`src/rtl/game_ctrl_pkg.sv`:
```
// Shared types and constants for the game level sequencer.
package game_ctrl_pkg;

  localparam int unsigned LEVEL_W = 2;
  localparam int unsigned TRIES_W = 3;
  localparam int unsigned SCORE_W = 8;
  localparam int unsigned SW_W    = 2;
  localparam int unsigned SW1_BIT = 0;
  localparam int unsigned SW2_BIT = 1;

  localparam logic [LEVEL_W-1:0] LEVEL_IDLE  = LEVEL_W'(0);
  localparam logic [LEVEL_W-1:0] LEVEL_FIRST = LEVEL_W'(1);
  localparam logic [LEVEL_W-1:0] LEVEL_LAST  = LEVEL_W'(3);

  typedef enum logic [2:0] {
    ST_IDLE,
    ST_DRAW,
    ST_SETTLE,
    ST_CHECK,
    ST_WON,
    ST_LOST
  } state_t;

  // SWITCH1 unlocks from level 2, SWITCH2 only on the last level.
  function automatic logic [SW_W-1:0] mask_sw(input logic [LEVEL_W-1:0] level,
                                               input logic [SW_W-1:0]    req);
    logic [SW_W-1:0] m;
    m          = '0;
    m[SW1_BIT] = req[SW1_BIT] && (level >= LEVEL_W'(2));
    m[SW2_BIT] = req[SW2_BIT] && (level == LEVEL_LAST);
    return m;
  endfunction

endpackage

```
`src/rtl/game_level_sequencer_if.sv`:
```
// Control/status bundle between the game host and the level sequencer.
interface game_level_sequencer_if;
  import game_ctrl_pkg::*;

  logic                 start;
  logic                 abort;
  logic [2:0]           pass_in;
  logic [SW_W-1:0]      sw_req;
  logic                 draw;
  logic [LEVEL_W-1:0]   level_sel;
  logic [SW_W-1:0]      sw_cfg;
  logic [TRIES_W-1:0]   tries;
  logic [SCORE_W-1:0]   score;
  logic                 busy;
  logic                 game_won;
  logic                 game_lost;

  modport master (
    output start, abort, pass_in, sw_req,
    input  draw, level_sel, sw_cfg, tries, score, busy, game_won, game_lost
  );

  modport slave (
    input  start, abort, pass_in, sw_req,
    output draw, level_sel, sw_cfg, tries, score, busy, game_won, game_lost
  );
endinterface

```
`src/rtl/game_settle_timer.sv`:
```
// Loadable 4-bit down-counter timing the SETTLE wait.
module game_settle_timer (
  input  logic       clk,
  input  logic       rst_n,
  input  logic       load,
  input  logic [3:0] load_val,
  input  logic       en,
  output logic       done_c
);

  logic [3:0] cnt;

  always_ff @(posedge clk or negedge rst_n) begin
    if (!rst_n) begin
      cnt <= 4'd0;
    end else if (load) begin
      cnt <= load_val;
    end else if (en && (cnt != 4'd0)) begin
      cnt <= cnt - 4'd1;
    end
  end

  // Done on the last settle cycle so the FSM leaves after exactly load_val cycles.
  assign done_c = (cnt <= 4'd1);

endmodule

```
`src/rtl/game_level_sequencer.sv`:
```
// Runs a game through levels 1..3: draw, settle, check, retry, score, gate switches.
module game_level_sequencer
  import game_ctrl_pkg::*;
#(
  parameter int unsigned MAX_TRIES  = 4,
  parameter int unsigned SETTLE_CYC = 2
) (
  input logic                    clk,
  input logic                    rst_n,
  game_level_sequencer_if.slave  bus
);

  state_t               state, state_n;
  logic [LEVEL_W-1:0]   level_q, level_n;
  logic [SW_W-1:0]      sw_q, sw_n;
  logic [TRIES_W-1:0]   tries_q, tries_n;
  logic [SCORE_W-1:0]   score_q, score_n;
  logic                 draw_q, draw_n;
  logic                 busy_q, busy_n;
  logic                 won_q, won_n;
  logic                 lost_q, lost_n;
  logic                 settle_done_c;
  logic                 pass_c;
  logic [SCORE_W:0]     score_sum_c;

  game_settle_timer u_settle (
    .clk      (clk),
    .rst_n    (rst_n),
    .load     (state == ST_DRAW),
    .load_val (4'(SETTLE_CYC)),
    .en       (state == ST_SETTLE),
    .done_c   (settle_done_c)
  );

  always_comb begin
    pass_c = 1'b0;
    case (level_q)
      LEVEL_W'(1): pass_c = bus.pass_in[0];
      LEVEL_W'(2): pass_c = bus.pass_in[1];
      LEVEL_W'(3): pass_c = bus.pass_in[2];
      default:     pass_c = 1'b0;
    endcase
  end

  // Earlier clears earn more: MAX_TRIES - tries + 1 points.
  assign score_sum_c = {1'b0, score_q} + (SCORE_W+1)'(MAX_TRIES + 1 - 32'(tries_q));

  always_comb begin
    state_n = state;
    level_n = level_q;
    sw_n    = sw_q;
    tries_n = tries_q;
    score_n = score_q;
    won_n   = won_q;
    lost_n  = lost_q;

    if (bus.abort) begin
      state_n = ST_IDLE;
      level_n = LEVEL_IDLE;
      sw_n    = '0;
      tries_n = '0;
      won_n   = 1'b0;
      lost_n  = 1'b0;
    end else begin
      case (state)
        ST_IDLE, ST_WON, ST_LOST: begin
          if (bus.start) begin
            state_n = ST_DRAW;
            level_n = LEVEL_FIRST;
            tries_n = '0;
            score_n = '0;
            won_n   = 1'b0;
            lost_n  = 1'b0;
          end
        end
        ST_DRAW: begin
          tries_n = tries_q + TRIES_W'(1);
          sw_n    = mask_sw(level_q, bus.sw_req);
          state_n = (SETTLE_CYC == 0) ? ST_CHECK : ST_SETTLE;
        end
        ST_SETTLE: begin
          if (settle_done_c) state_n = ST_CHECK;
        end
        ST_CHECK: begin
          if (pass_c) begin
            score_n = score_sum_c[SCORE_W] ? {SCORE_W{1'b1}} : score_sum_c[SCORE_W-1:0];
            if (level_q == LEVEL_LAST) begin
              state_n = ST_WON;
              won_n   = 1'b1;
            end else begin
              state_n = ST_DRAW;
              level_n = level_q + LEVEL_W'(1);
              tries_n = '0;
            end
          end else if (tries_q == TRIES_W'(MAX_TRIES)) begin
            state_n = ST_LOST;
            lost_n  = 1'b1;
          end else begin
            state_n = ST_DRAW;
          end
        end
        default: state_n = ST_IDLE;
      endcase
    end

    draw_n = (state_n == ST_DRAW);
    busy_n = (state_n == ST_DRAW) || (state_n == ST_SETTLE) || (state_n == ST_CHECK);
  end

  always_ff @(posedge clk or negedge rst_n) begin
    if (!rst_n) begin
      state   <= ST_IDLE;
      level_q <= LEVEL_IDLE;
      sw_q    <= '0;
      tries_q <= '0;
      score_q <= '0;
      draw_q  <= 1'b0;
      busy_q  <= 1'b0;
      won_q   <= 1'b0;
      lost_q  <= 1'b0;
    end else begin
      state   <= state_n;
      level_q <= level_n;
      sw_q    <= sw_n;
      tries_q <= tries_n;
      score_q <= score_n;
      draw_q  <= draw_n;
      busy_q  <= busy_n;
      won_q   <= won_n;
      lost_q  <= lost_n;
    end
  end

  assign bus.draw      = draw_q;
  assign bus.level_sel = level_q;
  assign bus.sw_cfg    = sw_q;
  assign bus.tries     = tries_q;
  assign bus.score     = score_q;
  assign bus.busy      = busy_q;
  assign bus.game_won  = won_q;
  assign bus.game_lost = lost_q;

endmodule

```
`src/flat_wrapper.sv`:
```
// flat-port wrapper written by rule: the top's interface ports become plain ports
module game_level_sequencer_flat import game_ctrl_pkg::*;
#(
  parameter int unsigned MAX_TRIES  = 4,
  parameter int unsigned SETTLE_CYC = 2
)
  (clk, rst_n, bus_start, bus_abort, bus_pass_in, bus_sw_req, bus_draw, bus_level_sel, bus_sw_cfg, bus_tries, bus_score, bus_busy, bus_game_won, bus_game_lost);
  game_level_sequencer_if bus_i ();
  input logic clk;
  input logic rst_n;
  input wire logic [$bits(bus_i.start)-1:0] bus_start;
  input wire logic [$bits(bus_i.abort)-1:0] bus_abort;
  input wire logic [$bits(bus_i.pass_in)-1:0] bus_pass_in;
  input wire logic [$bits(bus_i.sw_req)-1:0] bus_sw_req;
  output wire logic [$bits(bus_i.draw)-1:0] bus_draw;
  output wire logic [$bits(bus_i.level_sel)-1:0] bus_level_sel;
  output wire logic [$bits(bus_i.sw_cfg)-1:0] bus_sw_cfg;
  output wire logic [$bits(bus_i.tries)-1:0] bus_tries;
  output wire logic [$bits(bus_i.score)-1:0] bus_score;
  output wire logic [$bits(bus_i.busy)-1:0] bus_busy;
  output wire logic [$bits(bus_i.game_won)-1:0] bus_game_won;
  output wire logic [$bits(bus_i.game_lost)-1:0] bus_game_lost;
  assign bus_i.start = bus_start;
  assign bus_i.abort = bus_abort;
  assign bus_i.pass_in = bus_pass_in;
  assign bus_i.sw_req = bus_sw_req;
  assign bus_draw = bus_i.draw;
  assign bus_level_sel = bus_i.level_sel;
  assign bus_sw_cfg = bus_i.sw_cfg;
  assign bus_tries = bus_i.tries;
  assign bus_score = bus_i.score;
  assign bus_busy = bus_i.busy;
  assign bus_game_won = bus_i.game_won;
  assign bus_game_lost = bus_i.game_lost;
  game_level_sequencer #(.MAX_TRIES(MAX_TRIES), .SETTLE_CYC(SETTLE_CYC)) u_core (.clk(clk), .rst_n(rst_n), .bus(bus_i));
endmodule
```
`config.mk`:
```
export PLATFORM = sky130hd
export DESIGN_NAME = game_level_sequencer_flat
export DESIGN_NICKNAME = d
export VERILOG_FILES = /design/src/rtl/game_ctrl_pkg.sv /design/src/rtl/game_level_sequencer_if.sv /design/src/rtl/game_settle_timer.sv /design/src/rtl/game_level_sequencer.sv /design/src/flat_wrapper.sv
export SDC_FILE = /design/constraint.sdc
export NUM_CORES = 1
export LEC_CHECK = 0
export BUFFER_PORTS_ARGS = -buffer_cell sky130_fd_sc_hd__clkbuf_2
export CAP_MARGIN = 20
export CORE_MARGIN = 4
export CORE_UTILIZATION = 51
export DETAILED_ROUTE_END_ITERATION = 6
export GPL_TIMING_DRIVEN = 0
export MAX_ROUTING_LAYER = met4
export PLACE_DENSITY = 0.78
export SETUP_SLACK_MARGIN = 0.2
export SKIP_LAST_GASP = 1
export SYNTH_ARGS = -nofsm -noshare
export SYNTH_HDL_FRONTEND = slang
export SYNTH_SLANG_ARGS = --single-unit
```
`constraint.sdc`:
```
create_clock -name clk -period 2.2 [get_ports clk]
set_clock_uncertainty 0.05 [all_clocks]
set_input_delay 0.22 -clock clk [delete_from_list [all_inputs] [get_ports clk]]
set_output_delay 0.22 -clock clk [all_outputs]
set_load 0.01 [all_outputs]
```
==> results of run 1 <==
## what timing repair did
item / 4_1_cts / 5_1_grt
hold buffers: 1 / 0
endpoints found under the hold margin: 26 / 0
setup buffers: 7 / 8
pin swaps: 7 / 12
gates resized for setup: 10 / 16
endpoints found under the setup margin: 14 / 16
## logic make-up (layout without fill, tap and decap cells)
| logic type | count (synthesis) | after routing | share of synthesized area [%] |
|---|---|---|---|
| simple gates | 59 | 59 | 17.32 |
| buf+inv | 24 | 70 | 5.590 |
| mux | 2 | 2 | 1.104 |
| xor+xnor | 8 | 8 | 3.865 |
| fa+ha+maj | 19 | 19 | 13.53 |
| compound gates | 60 | 60 | 22.71 |
| flops | 26 | 26 | 35.89 |
## flip-flops by register name, indices dropped and copies added (netlist names)
register / flops
u_core.state: 3
u_core.bus.tries: 3
u_core.bus.level_sel: 2
u_core.bus.score: 8
u_core.bus.game_won: 1
u_core.bus.sw_cfg: 2
u_core.u_settle.cnt: 4
u_core.bus.draw: 1
u_core.bus.busy: 1
u_core.bus.game_lost: 1
## worst reg2reg max path, stage by stage (launching register included)
cell	delay, ns
dfrtp_2	0.46
ha_4	0.23
ha_4	0.23
buf_8	0.12
nand4_1	0.12
a211oi_4	0.06
or4_4	0.59
a21oi_2	0.15
o22ai_1	0.08
## per-stage QoR
stage | TNS [ns] | instance area (µm²)
3_3_place_gp | -0.3204 | 2136
2_1_floorplan | 0 | 1948
4_1_cts | 0 | 2282
6_report | -0.001189 | 2419
3_5_place_dp | -0.5364 | 2136
5_1_grt | -0.1393 | 2419
## area by class of cell
type / count / share of cell area [%]
flip-flops and latches: 26 / 27.11
multi-input cells: 148 / 53.75
inverters: 16 / 2.483
repair buffers: 42 / 10.61
clock buffers: 4 / 1.500
well taps: 46 / 2.380
plain buffers: 8 / 2.173
## how the worst max path moves through the flow
stage	from	to	slack (ns)	cells after the start
2_1_floorplan	u_core.bus.tries[1]	u_core.bus.score[0]	0.1	7
3_3_place_gp	u_core.bus.tries[2]	u_core.bus.score[1]	-0.1	8
3_5_place_dp	u_core.bus.tries[2]	u_core.bus.score[1]	-0.14	8
4_1_cts	u_core.bus.tries[2]	u_core.bus.score[3]	0.02	8
5_1_grt	u_core.bus.tries[2]	u_core.bus.score[3]	-0.04	8
6_report	u_core.bus.tries[2]	u_core.bus.score[3]	-0.001	8
## report_power, final
group | internal, W | switching, W | leakage [nW]
Sequential | 0.000551 | 0.0000899 | 0.340
Combinational | 0.000291 | 0.000319 | 0.688
Clock | 0.000101 | 0.000147 | 0.0210
Total | 0.000943 | 0.000555 | 1.05
## cells in the final DEF, fill, tap and decap left out, drive strengths merged, types with 2 or more instances in the layout
| master | instances |
|---|---|
| nor2b | 6 |
| xnor2 | 5 |
| buf | 20 |
| nor2 | 13 |
| nor3b | 2 |
| inv | 16 |
| o22ai | 8 |
| a21o | 4 |
| a21oi | 20 |
| a211oi | 7 |
| a31oi | 3 |
| mux2i | 2 |
| xor2 | 3 |
| dfrtp | 26 |
| o211ai | 4 |
| or3 | 2 |
| ha | 18 |
| nand4 | 2 |
| or4 | 2 |
| o2111a | 2 |
| clkbuf | 33 |
| nand3 | 2 |
| nor3 | 7 |
| nand2b | 3 |
| nand2 | 17 |
| o21ai | 4 |
## routing by layer
metal  global-route usage [%]  up-vias  wire length (µm)
met3                    2.662       10               179
met1                    24.07      823              1877
met4                    7.342        0               100
li1                         -      802                 -
met2                    38.88       47              2504
met5                        -        -                 0
==> run metrics, run 1 <==
FF-to-FF Start=u_core.bus.tries[2]; Worst Hold Class=in -> reg; worst hold endpoint=u_core.bus.sw_cfg[0]; n_diodes=0; Setup WS post-layout=-0.001189 ns; HP Start=bus_sw_req[0]; Slowest cell on crit path=or4_4; placer congestion estimate=between 0.7 and 0.8; crit-path max FO=6; FMAX=454.3 MHz; Synth-to-Final Area Change=33.40%; Worst EP required=2.38 ns; first-pass GRT wire length=~7300 µm; top-count cell post-synth=dfrtp_1; initial core utilization=53.49%; per-cell routed wire length=approximately 16 µm; die width=between 60 and 70 µm; MaxCap Viol Count=0; non-filler instance count after layout=290; Worst Setup Slack post-DPL=-0.1368 ns; top-area cell type share of the netlist area=between 30% and 40%; crit share post-route=100.1%; cell row count=21; Gate Count Post-Synth=approximately 200; outcome=finished, violations left; Root Driver=clkbuf_4; Port Buffers=26; core area=3390 µm²; placed insts=270; latest clock arrival within the worst-skew pair=0.33 ns; clock tree from TritonCTS=built; Mapped Nets=226; Avg Inst Size Synth=9.157 µm²; Netlist cell types=43; Tmin final=2.201 ns; routed vias/inst=5.800; Nets=273; Worst-path clk slew=roughly 0.15 ns; vias in the first global route=1613; most used cell along the critical path=ha_4; FF-to-FF setup slack=-0.001 ns; Synth area leader=dfrtp_1; sequential share of the synthesized area=35.89%; initial antenna violation count=0; CTS sink count=26; Fin. Hold Viols=0; GR Util All Layers=21.46%; number of DRC markers in iteration 0=126; number of detailed-routing iterations run before antenna repair=5; RSZ-0062 raised after global routing=yes; worst setup path class=reg -> reg; htree depth=1; Synth Register Bits=26; proportion of layout cells with a drive suffix above 1=37.70%; largest net degree at the start of global routing=27; Slew headroom=57.53%; worst-path cell chain=ha_4 -> ha_4 -> buf_8 -> nand4_1 -> a211oi_4 -> or4_4 -> a21oi_2 -> o22ai_1; max-slew violations=0; io pins=28; Slew @ Worst Pin=0.6370 ns; critical path capture point type=register; CTS Buf Count=3; DR vias=between 1.5k and 2k; drt drc=0; final setup fails=1; Cell Pwr Density=619.4 nW/µm²; die height=67.62 µm; Max Root-Sink Buffers=2; Power, Total=0.001498 W; GRT overflow=0; worst hold slack=between 0.09 and 0.1 ns; EDFF count, synth=0; startpoint types=register; Hold Path Depth=3; top_reg_cell synth=dfrtp_1; crit-path max cell delay=0.59 ns; failing checks=setup timing; Area contributors post-synth=dfrtp_1, ha_1, a21oi_1; ANT nets after route=0; FF+latch area=655.6 µm²; Top delay family on crit path=simple AND/OR/NAND/NOR gates; asr flop ratio synth=between 90% and 100%; Leak=1.049 nW; layout filler cell count=about 260; r2r endpoint=u_core.bus.score[3]; Worst EP arrival=2.38 ns; cell area after synthesis=1813 µm²; area of the die=4572 µm²; multi-input logic area=~1300 µm²; top post-synthesis cells by count=dfrtp_1, a21oi_1, ha_1, nand2_1, inv_1; Reg2Reg Depth=8; total routed wirelength=4662 µm; Final Util=71.35%; DP HPWL=3167 µm; yosys warns=0; VDD IR max=0.0004179 V; worst path bufs/invs=1
Note: power is estimated with default switching activity, not from simulation.
==> run 2: changes to the inputs <==
Settings changed: PLACE_DENSITY 0.78 to 0.75.
Clock period 2.2 ns to 2.8 ns, I/O delays scaled along.
==> run 2 against run 1 <==
  * The flow now finishes without violations
  * Critical path depth unchanged
  * Combinational power down 37%
  * Count of clock-buffer cells in the layout down 1
  * Utilization down 10 points
  * Largest power group unchanged
  * Highest routed layer unchanged
==> run metrics, run 2 (synthesis results as in run 1) <==
Fin. Hold Viols=0 (unchanged); outcome=completed (was finished, violations left); clock tree from TritonCTS=built (unchanged); final setup fails=0 (was 1); Worst Hold Class=in -> reg (unchanged); Root Driver=clkbuf_4 (unchanged); area of the die=4572 µm² (unchanged); CTS Buf Count=3 (unchanged); VDD IR max=0.0004022 V (was 0.0004179 V); Power, Total=0.001135 W (was 0.001498 W); r2r endpoint=u_core.bus.score[1] (was u_core.bus.score[3]); largest net degree at the start of global routing=27 (unchanged); MaxCap Viol Count=0 (unchanged); core area=3390 µm² (unchanged); GRT overflow=0 (unchanged); Synth-to-Final Area Change=14.56% (was 33.40%); CP Launch Point=u_core.bus.tries[1] (was u_core.bus.tries[2]); FF-to-FF setup slack=0.34 ns (was -0.001 ns); max-slew violations=0 (unchanged); die width=67.62 µm (unchanged); drt drc=0 (unchanged); DP HPWL=2870 µm (was 3167 µm); layout filler cell count=298 (was 256); Nets=258 (was 273); Hold Path Depth=3 (unchanged); DR vias=1518 (was 1682); first-pass GRT wire length=6320 µm (was 7314 µm); ANT nets after route=0 (unchanged); Cell Pwr Density=546.6 nW/µm² (was 619.4 nW/µm²); Setup TNS=0 ns (was -0.001189 ns); cell row count=21 (unchanged); worst path bufs/invs=1 (unchanged); commonest non-fill, non-tap cell in the layout=clkbuf_2 (unchanged); Max Root-Sink Buffers=2 (unchanged); CTS sink count=26 (unchanged); crit path to=u_core.bus.score[1] (was u_core.bus.score[3]); Slew @ Worst Pin=0.6613 ns (was 0.6370 ns); latest clock arrival within the worst-skew pair=0.33 ns (about the same); Worst-path clk slew=0.15 ns (about the same); crit-path max FO=6 (unchanged); per-cell routed wire length=14.03 µm (was 16.08 µm); crit-path max cell delay=0.59 ns (about the same); io pins=28 (unchanged); total routed wirelength=3859 µm (was 4662 µm); Leak=0.9750 nW (was 1.049 nW); Top delay family on crit path=simple AND/OR/NAND/NOR gates (unchanged); startpoint types=register (unchanged); max reg flops=8 (unchanged); worst setup path class=reg -> reg (unchanged); routed vias/inst=5.520 (was 5.800); die height=67.62 µm (unchanged); Port Buffers=26 (unchanged); number of detailed-routing iterations run before antenna repair=4 (was 5); htree depth=1 (unchanged); n_diodes=0 (unchanged); vias in the first global route=1381 (was 1613); Slew headroom=55.91% (was 57.53%); initial antenna violation count=0 (unchanged); Tmin final=2.455 ns (was 2.201 ns); Worst EP arrival=2.64 ns (was 2.38 ns); worst-path cell chain=ha_2 -> inv_1 -> ha_1 -> nand2b_1 -> a211oi_2 -> or4_1 -> nand2_1 -> a31oi_1 (was ha_4 -> ha_4 -> buf_8 -> nand4_1 -> a211oi_4 -> or4_4 -> a21oi_2 -> o22ai_1); number of DRC markers in iteration 0=52 (was 126); initial core utilization=53.49% (unchanged); crit share post-route=87.68% (was 100.1%); most frequent cells in the layout=clkbuf_2, dfrtp_1, a21oi_1 (was clkbuf_2, dfrtp_1, nand2_1); critical path capture point type=register (unchanged); GR Util All Layers=18.66% (was 21.46%); placer congestion estimate=0.8315 (was 0.7990); post-CTS setup buffers=0 (was 7); Worst EP required=2.98 ns (was 2.38 ns); proportion of layout cells with a drive suffix above 1=19.21% (was 37.70%); Reg2Reg Depth=8 (unchanged); RSZ-0062 raised after global routing=no (was yes); WP depth=8 (unchanged); FF-to-FF Start=u_core.bus.tries[1] (was u_core.bus.tries[2]); Slowest cell on crit path=or4_1 (was or4_4); FMAX=407.3 MHz (was 454.3 MHz)
[run 2: power by group]
part / internal, W / switching (W) / total [W]
Sequential: 0.000432 / 0.0000614 / 0.000494
Combinational: 0.000164 / 0.000217 / 0.000381
Clock: 0.000145 / 0.000116 / 0.000260
[run 2: layout make-up]
class / count / area (µm²) / share of cell area (%)
flip-flops and latches: 26 / 650.6 / 31.33
clock inverters: 1 / 30.03 / 1.446
plain buffers: 8 / 42.54 / 2.048
multi-input cells: 148 / 1074 / 51.69
inverters: 16 / 60.06 / 2.892
clock buffers: 3 / 22.52 / 1.084
well taps: 46 / 57.56 / 2.771
repair buffers: 27 / 140.1 / 6.747
[run 2: repair_timing]
item	CTS	global route
hold endpoints to repair	26	0
hold buffers	1	0
resized for setup	1	4
pin swaps	0	0
setup endpoints to repair	4	8
[run 2: worst min path at each step]
stage | end | slack [ns] | startpoint
floorplan | u_core.bus.busy | -0.07 | rst_n
global placement | u_core.bus.draw | 0.28 | rst_n
detailed placement | u_core.bus.busy | 0.29 | rst_n
CTS | u_core.bus.sw_cfg[1] | 0.12 | bus_sw_req[1]
global route | u_core.bus.sw_cfg[1] | 0.10 | bus_sw_req[1]
finish | u_core.bus.sw_cfg[1] | 0.13 | bus_sw_req[1]
[run 2: worst register-to-register path, delay by kind of cell (launching register included)]
kind	cells	cell delay [ns]
DFF	1	0.48
buffers and inverters	1	0.03
and+or+nand+nor	3	0.94
AOI/OAI and AO/OA	2	0.20
adders and majority gates	2	0.66
[run 2: through the flow]
step | utilization, % | instances | setup slack (ns) | cell area, µm² | hold slack [ns]
global placement | 59.03 | 270 | 0.1552 | 2001 | 0.2828
finish | 61.28 | 275 | 0.3450 | 2077 | 0.1253
detailed placement | 59.03 | 270 | 0.1257 | 2001 | 0.2885
CTS | 61.02 | 275 | 0.2445 | 2068 | 0.1231
global route | 61.28 | 275 | 0.2049 | 2077 | 0.1042
floorplan | - | 198 | 0.5045 | 1813 | -0.06559
[run 2: routing by layer]
| metal | up-vias | share of wire (%) | track usage, % |
|---|---|---|---|
| met5 | - | 0 | - |
| met4 | 0 | 0.54 | 3.544 |
| met3 | 4 | 3.8 | 4.160 |
| met2 | 23 | 46 | 29.65 |
| met1 | 713 | 50 | 24.51 |
| li1 | 778 | - | - |
